### config.mk
export PLATFORM = sky130hd
export DESIGN_NAME = uart_tx_flat
export DESIGN_NICKNAME = d
export VERILOG_FILES = /design/src/rtl/uart_tx_if.sv /design/src/rtl/uart_tx.sv /design/src/flat_wrapper.sv
export SDC_FILE = /design/constraint.sdc
export NUM_CORES = 1
export LEC_CHECK = 0
export ABC_AREA = 1
export BUFFER_PORTS_ARGS = -buffer_cell sky130_fd_sc_hd__clkbuf_2
export CAP_MARGIN = 20
export CORE_UTILIZATION = 56
export CTS_CLUSTER_SIZE = 25
export DETAILED_ROUTE_END_ITERATION = 10
export PLACE_DENSITY_LB_ADDON = 0.12
export SLEW_MARGIN = 15
export SYNTH_ARGS = -nofsm -noshare
export SYNTH_HDL_FRONTEND = slang
export SYNTH_SLANG_ARGS = --single-unit
### constraint.sdc
create_clock -name clock -period 2.1 [get_ports clock]
set_input_delay 0.21 -clock clock [delete_from_list [all_inputs] [get_ports clock]]
set_output_delay 0.21 -clock clock [all_outputs]
set_load 0.05 [all_outputs]
### src/rtl/uart_tx_if.sv
// Transmit-side bundle between uart_tx and its fifo / baud generator.
// master is the transmitter's view; slave is the surrounding system's view.
interface uart_tx_if #(
  parameter int DATA_BITS = 8
) ();
  logic                 b_tick;
  logic                 tx_en;
  logic                 fifo_empty;
  logic [DATA_BITS-1:0] fifo_data;
  logic                 fifo_rd_en;
  logic                 tx;
  logic                 tx_busy;
  logic                 tx_done;

  modport master (
    input  b_tick, tx_en, fifo_empty, fifo_data,
    output fifo_rd_en, tx, tx_busy, tx_done
  );

  modport slave (
    output b_tick, tx_en, fifo_empty, fifo_data,
    input  fifo_rd_en, tx, tx_busy, tx_done
  );
endinterface

### src/rtl/uart_tx.sv
// UART transmitter: pops bytes from a fifo and serialises start, data (LSB first),
// optional even parity and stop bits, timed by the shared oversampling b_tick.
module uart_tx #(
  parameter int DATA_BITS  = 8,
  parameter int OVERSAMPLE = 16,
  parameter int STOP_BITS  = 2,
  parameter int PARITY_EN  = 1
) (
  input  logic     clock,
  input  logic     reset,
  uart_tx_if.master bus
);

  localparam int TW = (OVERSAMPLE > 1) ? $clog2(OVERSAMPLE) : 1;
  localparam int BW = (DATA_BITS > 1) ? $clog2(DATA_BITS) : 1;
  localparam logic [TW-1:0] TICK_LAST = TW'(OVERSAMPLE - 1);
  localparam logic [BW-1:0] DATA_LAST = BW'(DATA_BITS - 1);
  localparam logic [BW-1:0] STOP_LAST = BW'(STOP_BITS - 1);

  typedef enum logic [2:0] {
    IDLE, FETCH, LOAD, START, DATA, PARITY, STOP
  } state_t;

  state_t               state, state_n;
  logic [TW-1:0]        tick_cnt, tick_n;
  logic [BW-1:0]        bit_cnt, bit_n;
  logic [DATA_BITS-1:0] shift, shift_n;
  logic                 par, par_n;
  logic                 tx_q, tx_n;
  logic                 rd_en, done, bit_end;

  assign bit_end = bus.b_tick && (tick_cnt == TICK_LAST);

  always_ff @(posedge clock or posedge reset) begin
    if (reset) begin
      state    <= IDLE;
      tick_cnt <= '0;
      bit_cnt  <= '0;
      shift    <= '0;
      par      <= 1'b0;
      tx_q     <= 1'b1;
    end else begin
      state    <= state_n;
      tick_cnt <= tick_n;
      bit_cnt  <= bit_n;
      shift    <= shift_n;
      par      <= par_n;
      tx_q     <= tx_n;
    end
  end

  always_comb begin
    state_n = state;
    tick_n  = tick_cnt;
    bit_n   = bit_cnt;
    shift_n = shift;
    par_n   = par;
    rd_en   = 1'b0;
    done    = 1'b0;
    tx_n    = 1'b1;

    if (bus.b_tick && (state inside {START, DATA, PARITY, STOP}))
      tick_n = bit_end ? '0 : tick_cnt + 1'b1;

    case (state)
      IDLE: begin
        if (bus.tx_en && !bus.fifo_empty && !reset) begin
          rd_en   = 1'b1;
          state_n = FETCH;
        end
      end
      FETCH: state_n = LOAD;
      LOAD: begin
        shift_n = bus.fifo_data;
        par_n   = ^bus.fifo_data;
        tick_n  = '0;
        state_n = START;
      end
      START: begin
        if (bit_end) begin
          bit_n   = '0;
          state_n = DATA;
        end
      end
      DATA: begin
        if (bit_end) begin
          shift_n = shift >> 1;
          if (bit_cnt == DATA_LAST) begin
            bit_n   = '0;
            state_n = (PARITY_EN != 0) ? PARITY : STOP;
          end else begin
            bit_n = bit_cnt + 1'b1;
          end
        end
      end
      PARITY: begin
        if (bit_end) begin
          bit_n   = '0;
          state_n = STOP;
        end
      end
      STOP: begin
        if (bit_end) begin
          if (bit_cnt == STOP_LAST) begin
            done    = 1'b1;
            bit_n   = '0;
            state_n = IDLE;
          end else begin
            bit_n = bit_cnt + 1'b1;
          end
        end
      end
      default: state_n = IDLE;
    endcase

    // tx is registered from the next state so the line level always matches the state it belongs to
    case (state_n)
      START:   tx_n = 1'b0;
      DATA:    tx_n = shift_n[0];
      PARITY:  tx_n = par_n;
      default: tx_n = 1'b1;
    endcase
  end

  assign bus.fifo_rd_en = rd_en;
  assign bus.tx         = tx_q;
  assign bus.tx_busy    = (state != IDLE);
  assign bus.tx_done    = done;

endmodule
### src/flat_wrapper.sv
// flat-port wrapper written by rule: the top's interface ports become plain ports
module uart_tx_flat 
#(
  parameter int DATA_BITS  = 8,
  parameter int OVERSAMPLE = 16,
  parameter int STOP_BITS  = 2,
  parameter int PARITY_EN  = 1
)
  (clock, reset, bus_b_tick, bus_tx_en, bus_fifo_empty, bus_fifo_data, bus_fifo_rd_en, bus_tx, bus_tx_busy, bus_tx_done);
  uart_tx_if #(.DATA_BITS(DATA_BITS)) bus_i ();
  input  logic clock;
  input  logic reset;
  input wire logic [$bits(bus_i.b_tick)-1:0] bus_b_tick;
  input wire logic [$bits(bus_i.tx_en)-1:0] bus_tx_en;
  input wire logic [$bits(bus_i.fifo_empty)-1:0] bus_fifo_empty;
  input wire logic [$bits(bus_i.fifo_data)-1:0] bus_fifo_data;
  output wire logic [$bits(bus_i.fifo_rd_en)-1:0] bus_fifo_rd_en;
  output wire logic [$bits(bus_i.tx)-1:0] bus_tx;
  output wire logic [$bits(bus_i.tx_busy)-1:0] bus_tx_busy;
  output wire logic [$bits(bus_i.tx_done)-1:0] bus_tx_done;
  assign bus_i.b_tick = bus_b_tick;
  assign bus_i.tx_en = bus_tx_en;
  assign bus_i.fifo_empty = bus_fifo_empty;
  assign bus_i.fifo_data = bus_fifo_data;
  assign bus_fifo_rd_en = bus_i.fifo_rd_en;
  assign bus_tx = bus_i.tx;
  assign bus_tx_busy = bus_i.tx_busy;
  assign bus_tx_done = bus_i.tx_done;
  uart_tx #(.DATA_BITS(DATA_BITS), .OVERSAMPLE(OVERSAMPLE), .STOP_BITS(STOP_BITS), .PARITY_EN(PARITY_EN)) u_core (.clock(clock), .reset(reset), .bus(bus_i));
endmodule
-- Word-level counts from Yosys, hierarchy flattened
Index checks and enable logic that the tools add are counted.
- input bits: 13
- ROM bits: 0
- output and inout bits: 4
- register bits after elaboration: 20
- bits in latches: 0
- memories kept: 0
- logic and storage cells: 66
- bits in writable memories: 0
- reductions and logical operators: 16
- multiplexer cells: 26
- equal/unequal tests: 15
- bitwise gates (word level): 0
- add/subtract/negate cells: 2
- divide/modulo/power cells: 0
- shift-type cells: 0
- multiply operators: 0
- order comparisons: 0
- operators with widths (cell ; number):
    $mux W3 ; 12
    $pmux W3 S7 ; 1
    $eq A3 B3 Y1 const B ; 6
    $pmux W8 S2 ; 1
    $mux W4 ; 3
    $eq A3 B2 Y1 const B ; 3
    $pmux W3 S3 ; 1
    $mux W8 ; 1
    $reduce_xor A8 Y1 ; 1
    $eq A3 B1 Y1 const B ; 2
    $mux W1 ; 6
    $ne A2 B1 Y1 const B ; 3
    $reduce_bool A3 Y1 ; 2
    $add A4 B1 Y4 const B ; 1
    $eq A4 B4 Y1 const B ; 1
    $logic_and A1 B1 Y1 ; 4
    $reduce_and A4 Y1 ; 1
    $reduce_bool A2 Y1 ; 2
    $reduce_bool A4 Y1 ; 1
    $add A3 B1 Y3 const B ; 1
    $logic_not A3 Y1 ; 1
    $pmux W1 S3 ; 1
    $logic_not A1 Y1 ; 2
    $reduce_and A2 Y1 ; 1
    $reduce_or A2 Y1 ; 1

-- Depth between registers and ports, before layout
- depth after elaboration: 7
- depth in mapped cells: 11
- gate-level depth less buffers: 11

-- Worst setup path after synthesis
No wires, ideal clock.
- path kind: register -> register
- start point: register u_core.state[0]
- end point: register u_core.tx_q (netlist: u_core.bus.tx)
- stages on the path, launching flop included: 10
- setup slack: 0.049 ns
- arrival: 1.988 ns
- period minus slack after synthesis: 2.051 ns
- library setup time: 0.064 ns
- buffers on the path: 0
- cells stage by stage: dfrtp_1 > nor2_2 > nand2_1 > nor2_2 > nor2_1 > nand3_2 > nand2_1 > nor2_1 > nand2_1 > nand3_1
- cells in the longest elaborated chain, start to end: 5
- ends and longest elaborated chain (what ; RTL line ; text):
    start, declared ; uart_tx.sv:24 ; state_t state, state_n;
    start signal, assigned ; uart_tx.sv:43 ; state <= state_n;
    $mux W3 (on tied branches) ; uart_tx.sv:104, uart_tx.sv:88 ;
    $mux W3 (on tied branches) ; uart_tx.sv:103, uart_tx.sv:86 ;
    $pmux W3 S7 * ; uart_tx.sv:65 ; case (state)
    named net u_core.state_n[0] ; uart_tx.sv:24 ;
    $eq A3 B3 Y1 or $eq A3 B2 Y1 (tied branches) ; uart_tx.sv:117 ; case (state_n)
    $pmux W1 S3 * ; uart_tx.sv:117 ;
    named net u_core.tx_n ; uart_tx.sv:29 ; logic tx_q, tx_n;
    end signal, assigned ; uart_tx.sv:48 ; tx_q <= tx_n;
    end, declared ; uart_tx.sv:29 ;
Mark *: on every way through the listed nets, which the timed path passes. The rest lies on a longest branch.
A chain may end at the register's enable or synchronous reset.

-- Worst setup path in the final report
- start point: register u_core.tick_cnt[0]
- end point: output bus_tx_done
- cells in the longest elaborated chain, start to end: 4
- ends and longest elaborated chain (what ; RTL line ; text):
    start, declared ; uart_tx.sv:25 ; logic [TW-1:0] tick_cnt, tick_n;
    start signal, assigned ; uart_tx.sv:44 ; tick_cnt <= tick_n;
    $eq A4 B4 Y1 ; uart_tx.sv:32 ; assign bit_end = bus.b_tick && (tick_cnt == TICK_LAST);
    $logic_and A1 B1 Y1 ; uart_tx.sv:32 ;
    $mux W1 ; uart_tx.sv:103 ; if (bit_end) begin
    $mux W1 ; uart_tx.sv:65 ;
    end, declared ; flat_wrapper.sv:20 ; output wire logic [$bits(bus_i.tx_done)-1:0] bus_tx_done;
No other way between the ends.

==> impl_metrics.prom <==
# TYPE chip_impl_metric gauge
chip_impl_info{name="root_buffer",value="clkbuf_4"} 1
chip_impl_metric{name="placementRows",unit=""} 17
chip_impl_metric{name="largest_net_degree_at_the_start_of_global_routing",unit=""} 21
chip_impl_metric{name="reg2reg_depth",unit=""} 10
chip_impl_info{name="hold_removal_path_class",value="in2async"} 1
chip_impl_metric{name="netSwitchingFraction",unit="%"} 41.3
chip_impl_metric{name="hold_buf_count_cts",unit=""} 0
chip_impl_metric{name="num_io_pins",unit=""} 17
chip_impl_metric{name="share_comb_of_total_power",unit="%"} 41.2
chip_impl_metric{name="clk-insertion-delay-late",unit="ps"} 300
chip_impl_metric{name="clk_pin_slew_worst_paths",unit="ps"} 120
chip_impl_metric{name="vdd.ir_drop.worst",unit="V"} 0.000620
chip_impl_metric{name="max_cap_violations",unit=""} 0
chip_impl_metric{name="synth.ff_latch_count",unit=""} 20
chip_impl_metric{name="die_y",unit="um"} 50.6
chip_impl_metric{name="totalPowerFinal",unit="mW"} 1.49
chip_impl_metric{name="dpl.hpwl",unit="um"} 2150
chip_impl_metric{name="numClockSinks",unit=""} 20
chip_impl_info{name="criticalPathCategory",value="reg2out"} 1
chip_impl_metric{name="slew_viol_final",unit=""} 0
chip_impl_metric{name="pwr-share-seq",unit="%"} 44.0
chip_impl_metric{name="total_switching_power",unit="uW"} 614
chip_impl_metric{name="area_share_of_the_leading_cell_type_in_the_synthesized_netlist",unit="%"} 35.9
chip_impl_metric{name="route.detailed.vias_per_inst",unit=""} 5.29
chip_impl_info{name="synth_top_area_cell",value="dfrtp_1"} 1
chip_impl_info{name="worst_r2r_startpoint",value="u_core.tick_cnt[0]"} 1
chip_impl_info{name="status",value="finished, final reports clean"} 1
chip_impl_metric{name="tns",unit="ps"} 0
chip_impl_metric{name="timing_worst_slew_pin_value",unit="ps"} 725
chip_impl_metric{name="cp.arrival",unit="ps"} 1740
chip_impl_metric{name="max_clock_freq",unit="MHz"} 513
chip_impl_metric{name="pwr_density_cell",unit="nW/um2"} 1010
chip_impl_info{name="critical_path.startpoint_type",value="register"} 1
chip_impl_metric{name="detail_route.drc_violations",unit=""} 0
chip_impl_info{name="tritoncts",value="built"} 1
chip_impl_metric{name="place_congestion",unit=""} 0.916
chip_impl_metric{name="postSynthAreaPerCell",unit="um2"} 7.04
chip_impl_metric{name="clkPwrFrac",unit="%"} 14.8
chip_impl_metric{name="crit_path_max_fanout",unit=""} 9
chip_impl_info{name="setup_repair_after_global_routing_missed_its_margin",value="no"} 1
chip_impl_info{name="setup.worst_path.end_class",value="primary output"} 1
chip_impl_metric{name="area_growth",unit="%"} 11.4
chip_impl_metric{name="cts.repair_timing.setup_buffer_count",unit=""} 0
chip_impl_metric{name="detail-route-antenna-nets",unit=""} 0
chip_impl_metric{name="yosys_warnings",unit=""} 0
chip_impl_metric{name="syn-num-nets",unit=""} 205
chip_impl_metric{name="dieWidth",unit="um"} 50.6
chip_impl_metric{name="layout_worst_path_cycle_share",unit="%"} 92.9
chip_impl_metric{name="first_global_vias",unit=""} 1146
chip_impl_metric{name="cts_resized",unit=""} 0
chip_impl_metric{name="layoutNonFillerInstCount",unit=""} 236
chip_impl_metric{name="initial_utilization",unit="%"} 59.8
chip_impl_metric{name="cts_buffer_depth",unit=""} 2
chip_impl_metric{name="gr-usage-all-layers",unit="%"} 23.9
chip_impl_metric{name="setup_viol",unit=""} 0
chip_impl_metric{name="design.final.nets",unit=""} 226
chip_impl_metric{name="die_area",unit="um2"} 2560
chip_impl_metric{name="internal_power",unit="uW"} 874
chip_impl_metric{name="post_synth_num_cell_types",unit=""} 25
chip_impl_metric{name="timing.clock.skew",unit="ps"} 11.2
chip_impl_metric{name="insertedDiodeCount",unit=""} 0
chip_impl_info{name="worst_setup_startpoint",value="u_core.tick_cnt[0]"} 1
chip_impl_metric{name="wire_length_of_the_first_global_routing_pass",unit="um"} 4540
chip_impl_metric{name="vias",unit=""} 1248
chip_impl_metric{name="synth.cell_area",unit="um2"} 1320
chip_impl_metric{name="routed_wirelength",unit="um"} 2710
chip_impl_metric{name="routed_wire_length_per_instance",unit="um"} 11.5
chip_impl_metric{name="yosysSeqAreaShare",unit="%"} 37.9
chip_impl_metric{name="total_leakage_power",unit="nW"} 0.808
chip_impl_metric{name="buffer_ports.inserted",unit=""} 16
chip_impl_metric{name="cts_buffers",unit=""} 3
chip_impl_info{name="post_synth_main_area_contributors",value="dfrtp_1 36%, nand2_1 19%, inv_1 6.2%"} 1
chip_impl_metric{name="postSynthCellCount",unit=""} 188
chip_impl_metric{name="ctsHtreeMaxLevel",unit=""} 1
chip_impl_metric{name="layout-drive-gt1-share",unit="%"} 21.2
chip_impl_metric{name="placeableCoreArea",unit="um2"} 2210
chip_impl_metric{name="hold_viol_final",unit=""} 0
chip_impl_metric{name="drt_iter0_markers",unit=""} 27
chip_impl_metric{name="drt_pre_antenna_iters",unit=""} 5
chip_impl_metric{name="worst_ep_required",unit="ps"} 1890
chip_impl_metric{name="slew_headroom",unit="%"} 51.6
chip_impl_metric{name="crit_path_time_final",unit="ps"} 1950
chip_impl_metric{name="residual_overflow_from_global_routing",unit=""} 0
chip_impl_metric{name="antenna_found_initial",unit=""} 0
chip_impl_metric{name="placed_cells",unit=""} 232
chip_impl_metric{name="utilization",unit="%"} 66.7
-- synth_stat cells --
| cell | n |
|---|---|
| nand3_1 | 10 |
| a21oi_2 | 1 |
| o21ai_1 | 3 |
| a21oi_1 | 4 |
| xnor2_1 | 1 |
| xor2_1 | 1 |
| inv_1 | 22 |
| or2_1 | 1 |
| dfstp_2 | 1 |
| a22oi_1 | 4 |
| o221ai_1 | 2 |
| nand4_1 | 1 |
| nor2_2 | 4 |
| nor2_4 | 2 |
| nand4_2 | 1 |
| dfrtp_1 | 19 |
| ha_1 | 4 |
| nand3_2 | 3 |
| nor3_4 | 1 |
| nand2_2 | 5 |
| nor2_1 | 17 |
| o21ai_0 | 8 |
| nand2_1 | 66 |
| o22ai_1 | 1 |
| inv_2 | 6 |
-- sequential cells by signal, indices dropped and copies added, names as in the netlist --
name and count:
u_core.state 3, u_core.shift 8, u_core.bit_cnt 3, u_core.bus.tx 1
u_core.par 1, u_core.tick_cnt 4
-- final timing paths --
path / slack [ps] / endpoint
min in group clock: 210 / u_core.shift[3]
max in group asynchronous: 1620 / u_core.tick_cnt[1]
setup / recovery: 150 / bus_tx_done
setup reg to reg: 390 / u_core.bus.tx
hold reg to reg: 490 / u_core.shift[4]
hold / removal: 7 / u_core.state[0]
-- per-stage QoR --
stage	setup WS, ps	hold slack, ps	cell area [um2]
after floorplan	48.5	173	1320
after global placement	545	361	1440
after detailed placement	419	365	1440
after CTS	159	35.0	1480
after global routing	29.2	96.5	1480
final	150	6.50	1480
-- final cells by class --
type                            instances  area [um2]
Sequential cell                        20         502
Fill cell                             192         737
Timing Repair Buffer                   16        80.1
Inverter                               28         105
Multi-Input combinational cell        140         717
Tap cell                               28        35.0
Clock buffer                            4        36.3
-- critical path, stage by stage (launching register included) --
cell and delay, ps:
dfrtp_1 420, ha_1 200, nand2_1 110, nor2_4 240
nand2_1 110, nor2_1 100, clkbuf_2 280
-- metal layers --
| metal | part of all wire [%] | track usage [%] |
|---|---|---|
| met1 | 46 | 28.0 |
| met2 | 49 | 44.9 |
| met3 | 3.8 | 3.33 |
| met4 | 1.2 | 6.48 |
| met5 | 0 | 0 |
-- cells in the final DEF (no fill, tap or decap) --
master    instances
dfstp_2           1
nand4_2           1
inv_2             6
nand3_2           3
inv_1            22
clkbuf_8          1
nand3_1          10
o221ai_1          2
a21oi_1           4
nand2_1          66
nor3_4            1
clkbuf_2         16
o21ai_0           8
nand2_2           5
clkbuf_4          3
dfrtp_1          19
nand4_1           1
nor2_4            2
xnor2_1           1
a22oi_1           4
or2_1             1
nor2_2            4
o22ai_1           1
a21oi_2           1
nor2_1           17
o21ai_1           3
xor2_1            1
ha_1              4
-- power by group through the flow --
stage / Combinational, mW / Sequential [mW] / Clock [mW]
after floorplan: 0.452 / 0.664 / 0
after global placement: 0.591 / 0.652 / 0
after detailed placement: 0.618 / 0.661 / 0
after CTS: 0.622 / 0.651 / 0.225
after global routing: 0.706 / 0.667 / 0.234
final: 0.614 / 0.655 / 0.220
-- kinds of logic after synthesis --
| family | count (synthesis) | synth area share, % |
|---|---|---|
| flops | 20 | 37.9 |
| compound gates | 23 | 10.4 |
| simple gates | 111 | 38.7 |
| fa+ha+maj | 4 | 3.78 |
| buf+inv | 28 | 7.94 |
| xor+xnor | 2 | 1.32 |
No activity file was read; power rests on OpenSTA's default activity.
